`src/rtl/accumulator_sequencer_if.sv`:
```
// accumulator_sequencer_if: command handshake from decode plus the
// accumulator drive/echo bus. The slave modport is the sequencer's view;
// the master modport is the decode/accumulator environment's view.
interface accumulator_sequencer_if #(
  parameter int unsigned CTR_W = 12
);
  logic             cmd_valid;
  logic             cmd_ready;
  logic             cmd_op;
  logic [7:0]       cmd_value;
  logic [1:0]       cmd_nargs;
  logic [CTR_W-1:0] accumulator_ctr;
  logic             putEn;
  logic             opEn;
  logic [7:0]       value;
  logic [CTR_W-1:0] control_ctr;

  modport master (
    output cmd_valid,
    output cmd_op,
    output cmd_value,
    output cmd_nargs,
    output accumulator_ctr,
    input  cmd_ready,
    input  putEn,
    input  opEn,
    input  value,
    input  control_ctr
  );

  modport slave (
    input  cmd_valid,
    input  cmd_op,
    input  cmd_value,
    input  cmd_nargs,
    input  accumulator_ctr,
    output cmd_ready,
    output putEn,
    output opEn,
    output value,
    output control_ctr
  );
endinterface

```
`src/rtl/accumulator_sequencer.sv`:
```
// accumulator_sequencer: sequences put/op commands into the three-slot
// operand accumulator, tags every issued command and tracks slot occupancy.
// Optional feature macro: ACC_SEQ_ECHO_CHECK_EN -- when defined, each issued
// command waits for the accumulator_ctr echo (with timeout) before the next
// command is accepted; when undefined, ISSUE returns straight to IDLE.
module accumulator_sequencer #(
  parameter int unsigned CTR_W        = 12,
  parameter int unsigned ECHO_TIMEOUT = 15
) (
  input  logic                   clk,
  input  logic                   reset,
  accumulator_sequencer_if.slave bus,
  input  logic                   err_clr,
  output logic [1:0]             fill_count,
  output logic                   op_fire,
  output logic                   busy,
  output logic                   err_overflow,
  output logic                   err_underflow,
  output logic                   err_timeout
);

  typedef enum logic [1:0] {
    S_IDLE  = 2'd0,
    S_ISSUE = 2'd1,
    S_WAIT  = 2'd2
  } state_t;

  state_t state;

  logic accept;
  logic ovf_hit;
  logic unf_hit;
  logic issue_go;

  // Command acceptance and legality check against current occupancy
  always_comb begin
    accept   = (state == S_IDLE) && bus.cmd_valid;
    ovf_hit  = accept && !bus.cmd_op && (fill_count == 2'd3);
    unf_hit  = accept && bus.cmd_op && (bus.cmd_nargs > fill_count);
    issue_go = accept && !ovf_hit && !unf_hit;
  end

`ifdef ACC_SEQ_ECHO_CHECK_EN
  localparam int unsigned WCNT_W = $clog2(ECHO_TIMEOUT + 1);

  logic [WCNT_W-1:0] wait_cnt;
  logic              echo_hit;
  logic              tmo_hit;

  // Echo match and timeout detection while waiting
  always_comb begin
    echo_hit = (state == S_WAIT) && (bus.accumulator_ctr == bus.control_ctr);
    tmo_hit  = (state == S_WAIT) && !echo_hit &&
               (wait_cnt == WCNT_W'(ECHO_TIMEOUT - 1));
  end

  // Wait counter (zero outside WAIT, so it is clear on entry) and sticky timeout flag
  always_ff @(posedge clk) begin
    if (reset) begin
      wait_cnt    <= '0;
      err_timeout <= 1'b0;
    end else begin
      err_timeout <= tmo_hit | (err_timeout & ~err_clr);
      if ((state == S_WAIT) && !echo_hit && !tmo_hit) begin
        wait_cnt <= wait_cnt + WCNT_W'(1);
      end else begin
        wait_cnt <= '0;
      end
    end
  end
`else
  localparam int unsigned unused_echo_timeout = ECHO_TIMEOUT;

  logic unused_echo;

  // Echo is ignored without the echo check; timeout can never occur
  assign unused_echo = ^bus.accumulator_ctr;
  assign err_timeout = 1'b0;
`endif

  // Sequencer FSM with registered strobes, tag, occupancy and error flags
  always_ff @(posedge clk) begin
    if (reset) begin
      state           <= S_IDLE;
      bus.cmd_ready   <= 1'b1;
      busy            <= 1'b0;
      bus.putEn       <= 1'b0;
      bus.opEn        <= 1'b0;
      op_fire         <= 1'b0;
      bus.value       <= 8'd0;
      bus.control_ctr <= '0;
      fill_count      <= 2'd0;
      err_overflow    <= 1'b0;
      err_underflow   <= 1'b0;
    end else begin
      // set wins over a simultaneous clear
      err_overflow  <= ovf_hit | (err_overflow & ~err_clr);
      err_underflow <= unf_hit | (err_underflow & ~err_clr);
      op_fire       <= 1'b0;

      unique case (state)
        S_IDLE: begin
          if (issue_go) begin
            state           <= S_ISSUE;
            bus.cmd_ready   <= 1'b0;
            busy            <= 1'b1;
            bus.putEn       <= ~bus.cmd_op;
            bus.opEn        <= bus.cmd_op;
            op_fire         <= bus.cmd_op;
            bus.control_ctr <= bus.control_ctr + CTR_W'(1);
            if (bus.cmd_op) begin
              fill_count <= 2'd0;
            end else begin
              bus.value  <= bus.cmd_value;
              fill_count <= fill_count + 2'd1;
            end
          end
        end

        S_ISSUE: begin
`ifdef ACC_SEQ_ECHO_CHECK_EN
          state <= S_WAIT;
`else
          state         <= S_IDLE;
          bus.cmd_ready <= 1'b1;
          busy          <= 1'b0;
          bus.putEn     <= 1'b0;
          bus.opEn      <= 1'b0;
`endif
        end

`ifdef ACC_SEQ_ECHO_CHECK_EN
        S_WAIT: begin
          if (echo_hit || tmo_hit) begin
            state         <= S_IDLE;
            bus.cmd_ready <= 1'b1;
            busy          <= 1'b0;
            bus.putEn     <= 1'b0;
            bus.opEn      <= 1'b0;
          end
        end
`endif

        default: begin
          state         <= S_IDLE;
          bus.cmd_ready <= 1'b1;
          busy          <= 1'b0;
          bus.putEn     <= 1'b0;
          bus.opEn      <= 1'b0;
        end
      endcase
    end
  end

endmodule

```
`src/flat_wrapper.sv`:
```
// flat-port wrapper written by rule: the top's interface ports become plain ports
module accumulator_sequencer_flat 
#(
  parameter int unsigned CTR_W        = 12,
  parameter int unsigned ECHO_TIMEOUT = 15
)
  (clk, reset, err_clr, fill_count, op_fire, busy, err_overflow, err_underflow, err_timeout, bus_cmd_valid, bus_cmd_op, bus_cmd_value, bus_cmd_nargs, bus_accumulator_ctr, bus_cmd_ready, bus_putEn, bus_opEn, bus_value, bus_control_ctr);
  accumulator_sequencer_if #(.CTR_W(CTR_W)) bus_i ();
  input  logic clk;
  input  logic reset;
  input  logic err_clr;
  output logic [1:0] fill_count;
  output logic op_fire;
  output logic busy;
  output logic err_overflow;
  output logic err_underflow;
  output logic err_timeout;
  input wire logic [$bits(bus_i.cmd_valid)-1:0] bus_cmd_valid;
  input wire logic [$bits(bus_i.cmd_op)-1:0] bus_cmd_op;
  input wire logic [$bits(bus_i.cmd_value)-1:0] bus_cmd_value;
  input wire logic [$bits(bus_i.cmd_nargs)-1:0] bus_cmd_nargs;
  input wire logic [$bits(bus_i.accumulator_ctr)-1:0] bus_accumulator_ctr;
  output wire logic [$bits(bus_i.cmd_ready)-1:0] bus_cmd_ready;
  output wire logic [$bits(bus_i.putEn)-1:0] bus_putEn;
  output wire logic [$bits(bus_i.opEn)-1:0] bus_opEn;
  output wire logic [$bits(bus_i.value)-1:0] bus_value;
  output wire logic [$bits(bus_i.control_ctr)-1:0] bus_control_ctr;
  assign bus_i.cmd_valid = bus_cmd_valid;
  assign bus_i.cmd_op = bus_cmd_op;
  assign bus_i.cmd_value = bus_cmd_value;
  assign bus_i.cmd_nargs = bus_cmd_nargs;
  assign bus_i.accumulator_ctr = bus_accumulator_ctr;
  assign bus_cmd_ready = bus_i.cmd_ready;
  assign bus_putEn = bus_i.putEn;
  assign bus_opEn = bus_i.opEn;
  assign bus_value = bus_i.value;
  assign bus_control_ctr = bus_i.control_ctr;
  accumulator_sequencer #(.CTR_W(CTR_W), .ECHO_TIMEOUT(ECHO_TIMEOUT)) u_core (.clk(clk), .reset(reset), .bus(bus_i), .err_clr(err_clr), .fill_count(fill_count), .op_fire(op_fire), .busy(busy), .err_overflow(err_overflow), .err_underflow(err_underflow), .err_timeout(err_timeout));
endmodule
```
`config.mk`:
```
export PLATFORM = sky130hd
export DESIGN_NAME = accumulator_sequencer_flat
export DESIGN_NICKNAME = d
export VERILOG_FILES = /design/src/rtl/accumulator_sequencer_if.sv /design/src/rtl/accumulator_sequencer.sv /design/src/flat_wrapper.sv
export SDC_FILE = /design/constraint.sdc
export NUM_CORES = 1
export LEC_CHECK = 0
export CAP_MARGIN = 25
export CORE_ASPECT_RATIO = 2
export CORE_MARGIN = 3
export CORE_UTILIZATION = 37
export DETAILED_ROUTE_END_ITERATION = 10
export GPL_TIMING_DRIVEN = 0
export PLACE_DENSITY = 0.75
export SYNTH_ARGS = -nofsm -noshare
export SYNTH_HDL_FRONTEND = slang
export SYNTH_SLANG_ARGS = --single-unit
export TNS_END_PERCENT = 5
```
`constraint.sdc`:
```
create_clock -name clk -period 1.8 [get_ports clk]
set_input_delay 0.45 -clock clk [delete_from_list [all_inputs] [get_ports clk]]
set_output_delay 0.45 -clock clk [all_outputs]
set_load 0.1 [all_outputs]
```
==> metrics.yaml, run 1 <==
status: "finished, final reports clean"
critPathKind: "register to register"
grt_pass1_vias: 1336
ant_nets: 0
setup_ws_ns: 0.04965
yosysWarningCount: 0
syn-instance-count: 150
ys_seq_elements: 29
slew_headroom: 0.5624
drv_cap: 0
ff2ff_setup_slack_ns: 0.05
clock_latency_ns: 0.28
fin_skew_ns: 0.004366
port-buffer-count: 42
drt_iter0_markers: 19
yosys-top-cells-area: "dfxtp_1 (45%), a21oi_1 (8.2%), nand2_1 (6.4%)"
async_flop_share: 0
hold_class: "register to register"
ir_worst_vdd_mv: 0.5863
grt_max_degree: 11
leakagePower_nw: 0.7210
synth_most_common_cell: "dfxtp_1"
r2r_end: "u_core.bus.opEn$_SDFFE_PP0P_"
area_delta_synth_final_pct: 55.10
coreArea_um2: 3266
track_usage: 0.1948
drt_pass1_iterations: 4
drive_gt1_frac: 0.3596
grt_pass1_wl_um: 5906
antenna_found_initial: 0
cts_buffers: 5
startpoint: "u_core.fill_count[1]$_SDFFE_PP0P_"
cts_tree: "built"
rows: 29
worstPathRequired_ns: 1.97
synth-edff-count: 0
synth_fp_nets: 181
cts_hold_buf: 0
place_hpwl_um: 2676
startpoint_type: "register"
synth_cell_type_count: 36
dieArea_um2: 4266
slew_viol_final: 0
finalSetupViolations: 0
post-route-util: 0.6115
worstPathArrival_ns: 1.92
viasPerCell: 5.748
initial_core_util: 0.3943
synth_top_area_frac: 0.4509
rr_startpoint: "u_core.fill_count[1]$_SDFFE_PP0P_"
fin_cells: 234
drt-total-wl_um: 3753
syn_area_um2: 1287
nNetsFinal: 233
crit_path_end_kind: "register"
place.gp.congestion: 0.8457
placedCellCount: 223
path_max_fanout: 6
finalHoldViolCount: 0
crit_end: "u_core.bus.opEn$_SDFFE_PP0P_"
die_w_um: 47.71
synth_common_cells: "dfxtp_1 (29), nand2_1 (22), a21oi_1 (21)"
layout_min_cycle_time_ns: 1.750
grt_setup_unrepaired: "true"
clkTransAtPathRegs_ns: 0.06
dieHeight_um: 89.42
grt_overflow: 0
htree_levels: 2
worstMarginPinSlew_ns: 0.6529
wl_per_cell_um: 16.04
cts_root_buf: "clkbuf_8"
antenna_cells: 0
cts.sinks: 29
synth_largest_area_cell: "dfxtp_1"
vias: 1345
pre_cts_slack_ns: -0.6563
num-fill-cells: 281
synth-seq-area-share: 0.4509
drc_errors: 0
syn_area_per_cell_um2: 8.583
max_clock_freq_mhz: 571.3
ff2ff_path_depth: 8
power_density_nw_per_um2: 838.0
finalCritPeriodShare: 0.9724
io_pins: 57
synth_flop_cell: "dfxtp_1"
cts.path.max_buffers: 2
## metal layers
layer | vias up | routed length (um) | global-route usage
met5 | - | 0 | 0
met4 | 0 | 181 | 0.1225
met3 | 17 | 178 | 0.04839
met2 | 49 | 2028 | 0.3305
met1 | 634 | 1364 | 0.1988
li1 | 645 | - | -
## layout make-up
cell class	count	area [um2]	share of cell area
Multi-Input combinational cell	104	686.9	0.3440
Sequential cell	29	601.8	0.3014
Timing Repair Buffer	45	470.5	0.2356
Clock buffer	7	96.34	0.04825
Buffer	10	68.82	0.03446
Tap cell	31	38.79	0.01942
Inverter	7	28.78	0.01441
Clock inverter	1	5.005	0.002506
## sequential cells by signal, summed over array words and instances (netlist names)
register and cells:
u_core.bus.value 8, u_core.bus.putEn 1, u_core.err_underflow 1, u_core.bus.opEn 1, u_core.busy 1, u_core.bus.cmd_ready 1, u_core.fill_count 2, u_core.err_overflow 1
u_core.op_fire 1, u_core.bus.control_ctr 12
## worst min path at each step
stage | from | end | slack, ns | depth (start not counted)
after global placement | u_core.bus.value[0]$_SDFFE_PP0P_ | u_core.bus.value[0]$_SDFFE_PP0P_ | 0.45 | 2
after detailed placement | u_core.bus.value[3]$_SDFFE_PP0P_ | u_core.bus.value[3]$_SDFFE_PP0P_ | 0.45 | 2
after CTS | u_core.bus.value[3]$_SDFFE_PP0P_ | u_core.bus.value[3]$_SDFFE_PP0P_ | 0.46 | 2
after global routing | u_core.bus.value[3]$_SDFFE_PP0P_ | u_core.bus.value[3]$_SDFFE_PP0P_ | 0.48 | 2
final | u_core.bus.value[3]$_SDFFE_PP0P_ | u_core.bus.value[3]$_SDFFE_PP0P_ | 0.46 | 2
after floorplan | bus_cmd_op | u_core.op_fire$_SDFF_PP0_ | 0.57 | 1
## what timing repair did
item | in CTS | in global routing
setup buffers | 1 | 0
pin swaps | 2 | 2
setup endpoints to repair | 49 | 13
gates cloned | 2 | 0
gates resized for setup | 100 | 4
## logic make-up (layout without fill, tap and decap cells)
logic type	Yosys count	count (layout)	synth area share
buffers and inverters	17	70	0.05637
other	1	1	0.002913
adders and majority gates	4	4	0.03887
AOI/OAI and AO/OA	45	45	0.2187
and+or+nand+nor	54	54	0.2323
DFF	29	29	0.4509
## power breakdown
group | total [mW] | leakage, nW | switching (mW) | internal, mW
logic | 0.406 | 0.424 | 0.286 | 0.120
registers | 0.684 | 0.243 | 0.0180 | 0.666
clock network | 0.584 | 0.0542 | 0.239 | 0.345
total | 1.67 | 0.721 | 0.543 | 1.13
## layout by cell type, fill, tap and decap left out, types with 3 or more instances in the layout
cell type	n
a21oi_1	21
clkbuf_8	8
clkdlybuf4s50_1	9
inv_1	4
dfxtp_2	11
nand3_1	4
nand2_1	22
buf_6	3
clkdlybuf4s15_2	28
clkbuf_1	4
o31ai_1	8
o21ai_0	7
dlygate4sd2_1	3
buf_2	3
or4_1	8
nor2_1	4
dfxtp_1	16
## stage by stage
stage	power, mW	TNS [ns]	instance area [um2]	hold WS [ns]
floorplan	0.9704	-0.4684	1331	0.5717
global placement	1.073	-13.07	1790	0.4457
detailed placement	1.079	-15.15	1790	0.4514
CTS	1.677	-0.1187	1994	0.4611
global route	1.734	-0.07302	1997	0.4766
finish	1.673	0	1997	0.4577
## worst max-delay path, cell delays in order, from the launching register on
cell and delay, ns:
dfxtp_4 0.37, inv_4 0.04, ha_4 0.28, nand2b_4 0.06
a221oi_4 0.35, buf_6 0.18, buf_6 0.12, nor2_1 0.04
o211a_1 0.20
Power figures use the tool's default switching activity.
==> inputs of run 2 (changes only) <==
Settings changed: CORE_UTILIZATION 37 to 41, PLACE_DENSITY 0.75 to 0.79.
Clock period 1.8 ns to 2 ns, I/O delays scaled along.
==> metrics.yaml, run 2 (synthesis results as in run 1) <==
crit_buf_inv: 1
hold_class: "register to register"
num-fill-cells: 245
nNetsFinal: 233
grt_setup_unrepaired: "true"
cts_root_buf: "clkbuf_8"
cp_cell_sequence: "dlygate4sd2_1"
rr_startpoint: "u_core.fill_count[1]$_SDFFE_PP0P_"
pre_cts_slack_ns: -0.5692
layout_commonest_cell: "nand2_1"
clock_latency_ns: 0.28
holdPathStages: 2
startpoint_type: "register"
drc_errors: 0
slew_headroom: 0.3510
coreArea_um2: 2978
worstMarginPinSlew_ns: 0.9773
slew_viol_final: 0
cts_hold_buf: 0
crit_family: "buffers and inverters"
area_delta_synth_final_pct: 50.83
mostFrequentLayoutCells: "nand2_1 (22), dfxtp_1 (21), a21oi_1 (20), dlygate4sd2_1 (11), clkdlybuf4s50_1 (10)"
reg_top3: "u_core.bus.control_ctr: 12 flops, u_core.bus.value: 8 flops, u_core.fill_count: 2 flops"
finalSetupViolations: 0
critPathKind: "register to output port"
critPathSlowestCell: "dlygate4sd2_1"
power_density_nw_per_um2: 828.4
top_register: "u_core.bus.control_ctr"
largest_reg_flops: 12
slowest_delay_ns: 0.85
cts_buffers: 5
hp-start: "u_core.bus.value[0]$_SDFFE_PP0P_"
place.gp.congestion: 0.8184
ff2ff_setup_slack_ns: 0.24
dieArea_um2: 3890
layout_min_cycle_time_ns: 1.981
port-buffer-count: 42
die_w_um: 45.63
finalCritPeriodShare: 0.9907
grt_pass1_vias: 1364
drt-total-wl_um: 3802
r2r_end: "u_core.bus.opEn$_SDFFE_PP0P_"
track_usage: 0.2138
place_hpwl_um: 2857
antenna_cells: 0
wl_per_cell_um: 16.32
grt_max_degree: 11
viasPerCell: 5.738
status: "finished, final reports clean"
drv_cap: 0
worstPathRequired_ns: 1.50
io_pins: 57
leakagePower_nw: 0.7885
finalPower_mw: 1.609
drt_pass1_iterations: 4
dieHeight_um: 85.25
cts_tree: "built"
initial_core_util: 0.4324
worstPathArrival_ns: 1.48
ir_worst_vdd_mv: 0.8049
drive_gt1_frac: 0.2414
path_max_fanout: 4
ant_nets: 0
htree_levels: 2
setup_ws_ns: 0.01851
antenna_found_initial: 0
grt_pass1_wl_um: 6182
clkTransAtPathRegs_ns: 0.07
vias: 1337
grt_overflow: 0
max_clock_freq_mhz: 504.7
drt_iter0_markers: 45
crit_path_end_kind: "output port"
cts.sinks: 29
ff2ff_path_depth: 8
hold_end: "u_core.bus.value[0]$_SDFFE_PP0P_"
fin_skew_ns: 0.006473
rows: 28
finalHoldViolCount: 0
cts.path.max_buffers: 2
[run 2: changes by cell type in the layout (fill, tap and decap cells not counted), moves of 2 or more]
cell / delta
clkdlybuf4s15_2: -24
dfxtp_2: -4
dlymetal6s2s_1: +2
dfxtp_1: +5
clkbuf_2: +5
dlygate4sd2_1: +8
clkdlybuf4s15_1: +8
[run 2: metal layers]
| metal | part of all wire | global-route usage | up-vias |
|---|---|---|---|
| li1 | - | - | 641 |
| met1 | 0.34 | 0.2067 | 637 |
| met2 | 0.59 | 0.3936 | 52 |
| met3 | 0.046 | 0.03822 | 7 |
| met4 | 0.021 | 0.1093 | 0 |
| met5 | 0 | 0 | - |
[run 2: power by group]
group	total [mW]	internal, mW	switching (mW)
Clock	0.635	0.405	0.230
Combinational	0.358	0.100	0.258
Sequential	0.615	0.599	0.0161
Total	1.61	1.10	0.504
[run 2: repair_timing]
action,4_1_cts,5_1_grt
resized for setup,53,25
endpoints found under the setup margin,49,34
buffers inserted,0,1
pin swaps,0,1
gates cloned,0,2
[run 2: per-stage QoR]
step / hold slack, ns / util / std cells / instance area [um2] / TNS (ns)
final: 0.4558 / 0.6521 / 233 / 1942 / 0
after global routing: 0.4831 / 0.6521 / 233 / 1942 / -0.04580
after CTS: 0.4564 / 0.6424 / 230 / 1913 / -0.1394
after detailed placement: 0.4500 / 0.5903 / 222 / 1758 / -9.699
after global placement: 0.4445 / 0.5903 / 222 / 1758 / -8.551
after floorplan: 0.6217 / - / 150 / 1300 / -0.1268
[run 2: worst max-delay path by stage]
stage                                                 from                                      end  cells past startpoint  slack, ns
floorplan           u_core.bus.control_ctr[6]$_SDFFE_PP0P_  u_core.bus.control_ctr[11]$_SDFFE_PP0P_                      4      -0.05
global placement                          bus_cmd_nargs[0]             u_core.bus.opEn$_SDFFE_PP0P_                      9      -0.52
detailed placement                        bus_cmd_nargs[0]             u_core.bus.opEn$_SDFFE_PP0P_                      8      -0.57
CTS                                       bus_cmd_nargs[0]             u_core.bus.opEn$_SDFFE_PP0P_                      9      -0.08
global route                                 bus_cmd_valid   u_core.bus.control_ctr[4]$_SDFFE_PP0P_                      7      -0.03
finish                   u_core.fill_count[1]$_SDFFE_PP0P_                            fill_count[1]                      1       0.02
[run 2: area by class of cell]
| class | count | area [um2] | share of cell area |
|---|---|---|---|
| clock inverters | 2 | 36.28 | 0.01869 |
| multi-input cells | 104 | 690.7 | 0.3557 |
| plain buffers | 10 | 68.82 | 0.03544 |
| clock buffers | 6 | 82.58 | 0.04253 |
| inverters | 7 | 26.28 | 0.01353 |
| repair buffers | 45 | 406.6 | 0.2094 |
| flip-flops and latches | 29 | 593.1 | 0.3054 |
| well taps | 30 | 37.54 | 0.01933 |
==> inputs of run 3 (changes only) <==
Settings changed: CORE_MARGIN 3 to 1, RECOVER_POWER set to 25.
==> metrics.yaml, run 3 (synthesis results as in run 1) <==
hold_class: "register to register"
startpoint_type: "register"
fin_area_um2: 1937
area_delta_synth_final_pct: 50.44
finalSetupViolations: 0
drt_pass1_iterations: 4
fin_skew_ns: 0.004210
power_density_nw_per_um2: 775.7
initial_core_util: 0.4324
cp.depth: 1
cts.path.max_buffers: 2
largest_reg_flops: 12
io_pins: 57
leakagePower_nw: 0.7591
reg_top3: "u_core.bus.control_ctr: 12 flops, u_core.bus.value: 8 flops, u_core.fill_count: 2 flops"
grt_overflow: 0
ant_nets: 0
drive_gt1_frac: 0.2178
vias: 1339
antenna_found_initial: 0
dieArea_um2: 3382
slew_headroom: 0.3551
worstPathRequired_ns: 1.50
slowest_delay_ns: 0.86
finalHoldViolCount: 0
nNetsFinal: 232
grt_max_degree: 11
top_register: "u_core.bus.control_ctr"
layout_min_cycle_time_ns: 1.979
max_clock_freq_mhz: 505.2
cts.sinks: 29
coreArea_um2: 2978
postPlaceCellArea_um2: 1758
viasPerCell: 5.772
clock_latency_ns: 0.28
cts_root_buf: "clkbuf_8"
place.gp.congestion: 0.7951
path_max_fanout: 2
mostFrequentLayoutCells: "dfxtp_1 (23), nand2_1 (22), a21oi_1 (21), clkdlybuf4s15_1 (16), clkdlybuf4s50_1 (10)"
slew_viol_final: 0
worstPathArrival_ns: 1.48
worstMarginPinSlew_ns: 0.9712
cp_cell_sequence: "dlygate4sd2_1"
antenna_cells: 0
wl_per_cell_um: 16.05
finalPower_mw: 1.502
fin_cells: 232
placedCellCount: 222
finalCritPeriodShare: 0.9896
crit_path_end_kind: "output port"
drt-total-wl_um: 3723
cts_tree: "built"
grt_setup_unrepaired: "false"
status: "finished, final reports clean"
drt_iter0_markers: 31
critPathSlowestCell: "dlygate4sd2_1"
htree_levels: 2
port-buffer-count: 42
crit_family: "buffers and inverters"
layout_commonest_cell: "dfxtp_1"
postCtsSetupBuffers: 0
place_hpwl_um: 2612
die_w_um: 41.63
drc_errors: 0
cts_buffers: 5
drv_cap: 0
rows: 28
ff2ff_path_depth: 8
grt_pass1_vias: 1312
holdPathStages: 2
cts_hold_buf: 0
grt_pass1_wl_um: 5658
ir_worst_vdd_mv: 0.7050
clkTransAtPathRegs_ns: 0.06
track_usage: 0.2159
dieHeight_um: 81.25
crit_buf_inv: 1
critPathKind: "register to output port"
==> run 3: cell count changes in the layout (fill, tap and decap cells not counted), sizes merged <==
cell,delta
inv,-1
clkinv,+1
buf,-1
dlymetal6s2s,+1
bufinv,-1
clkbuf,-3
dlygate4sd2,-7
clkdlybuf4s15,+10
==> run 3: routing by layer <==
layer	track usage	share of wire	wire length [um]	vias to the layer above
met5	0	0	0	-
met4	0.1065	0.037	139	0
met3	0.05333	0.048	179	15
met2	0.4188	0.56	2077	60
met1	0.2025	0.36	1327	624
li1	-	-	-	640
==> run 3: layout make-up <==
cell class | instances | area, um2
fillers | 237 | 1041
flip-flops and latches | 29 | 590.6
well taps | 30 | 37.54
multi-input cells | 104 | 663.1
repair buffers | 44 | 451.7
inverters | 7 | 26.28
clock buffers | 7 | 96.34
plain buffers | 10 | 66.31
clock inverters | 1 | 5.005
==> run 3: through the flow <==
step | hold WS (ns) | setup slack, ns | util | setup TNS [ns]
after global routing | 0.4821 | 0.003958 | 0.6504 | 0
after global placement | 0.4436 | -0.5202 | 0.5903 | -8.425
after CTS | 0.4533 | -0.02523 | 0.6387 | -0.04658
final | 0.4580 | 0.02071 | 0.6504 | 0
after floorplan | 0.6217 | -0.05163 | - | -0.1268
after detailed placement | 0.4545 | -0.5640 | 0.5903 | -9.451
==> run 3: worst paths after layout <==
kind / from / to / slack [ns]
hold reg to reg: u_core.bus.value[5]$_SDFFE_PP0P_ / u_core.bus.value[5]$_SDFFE_PP0P_ / 0.46
setup / recovery: u_core.bus.value[1]$_SDFFE_PP0P_ / bus_value[1] / 0.02
hold / removal: u_core.bus.value[5]$_SDFFE_PP0P_ / u_core.bus.value[5]$_SDFFE_PP0P_ / 0.46
setup reg to reg: u_core.fill_count[1]$_SDFFE_PP0P_ / u_core.bus.opEn$_SDFFE_PP0P_ / 0.14
==> run 3: power by group <==
group	internal [mW]	switching, mW
combinational	0.103	0.255
clock	0.310	0.220
sequential	0.599	0.0154
total	1.01	0.490
==> run 3: repair_timing <==
item / in CTS / in global routing
resized for setup: 54 / 26
pin swaps: 0 / 2
setup endpoints to repair: 49 / 35
gates cloned: 0 / 2
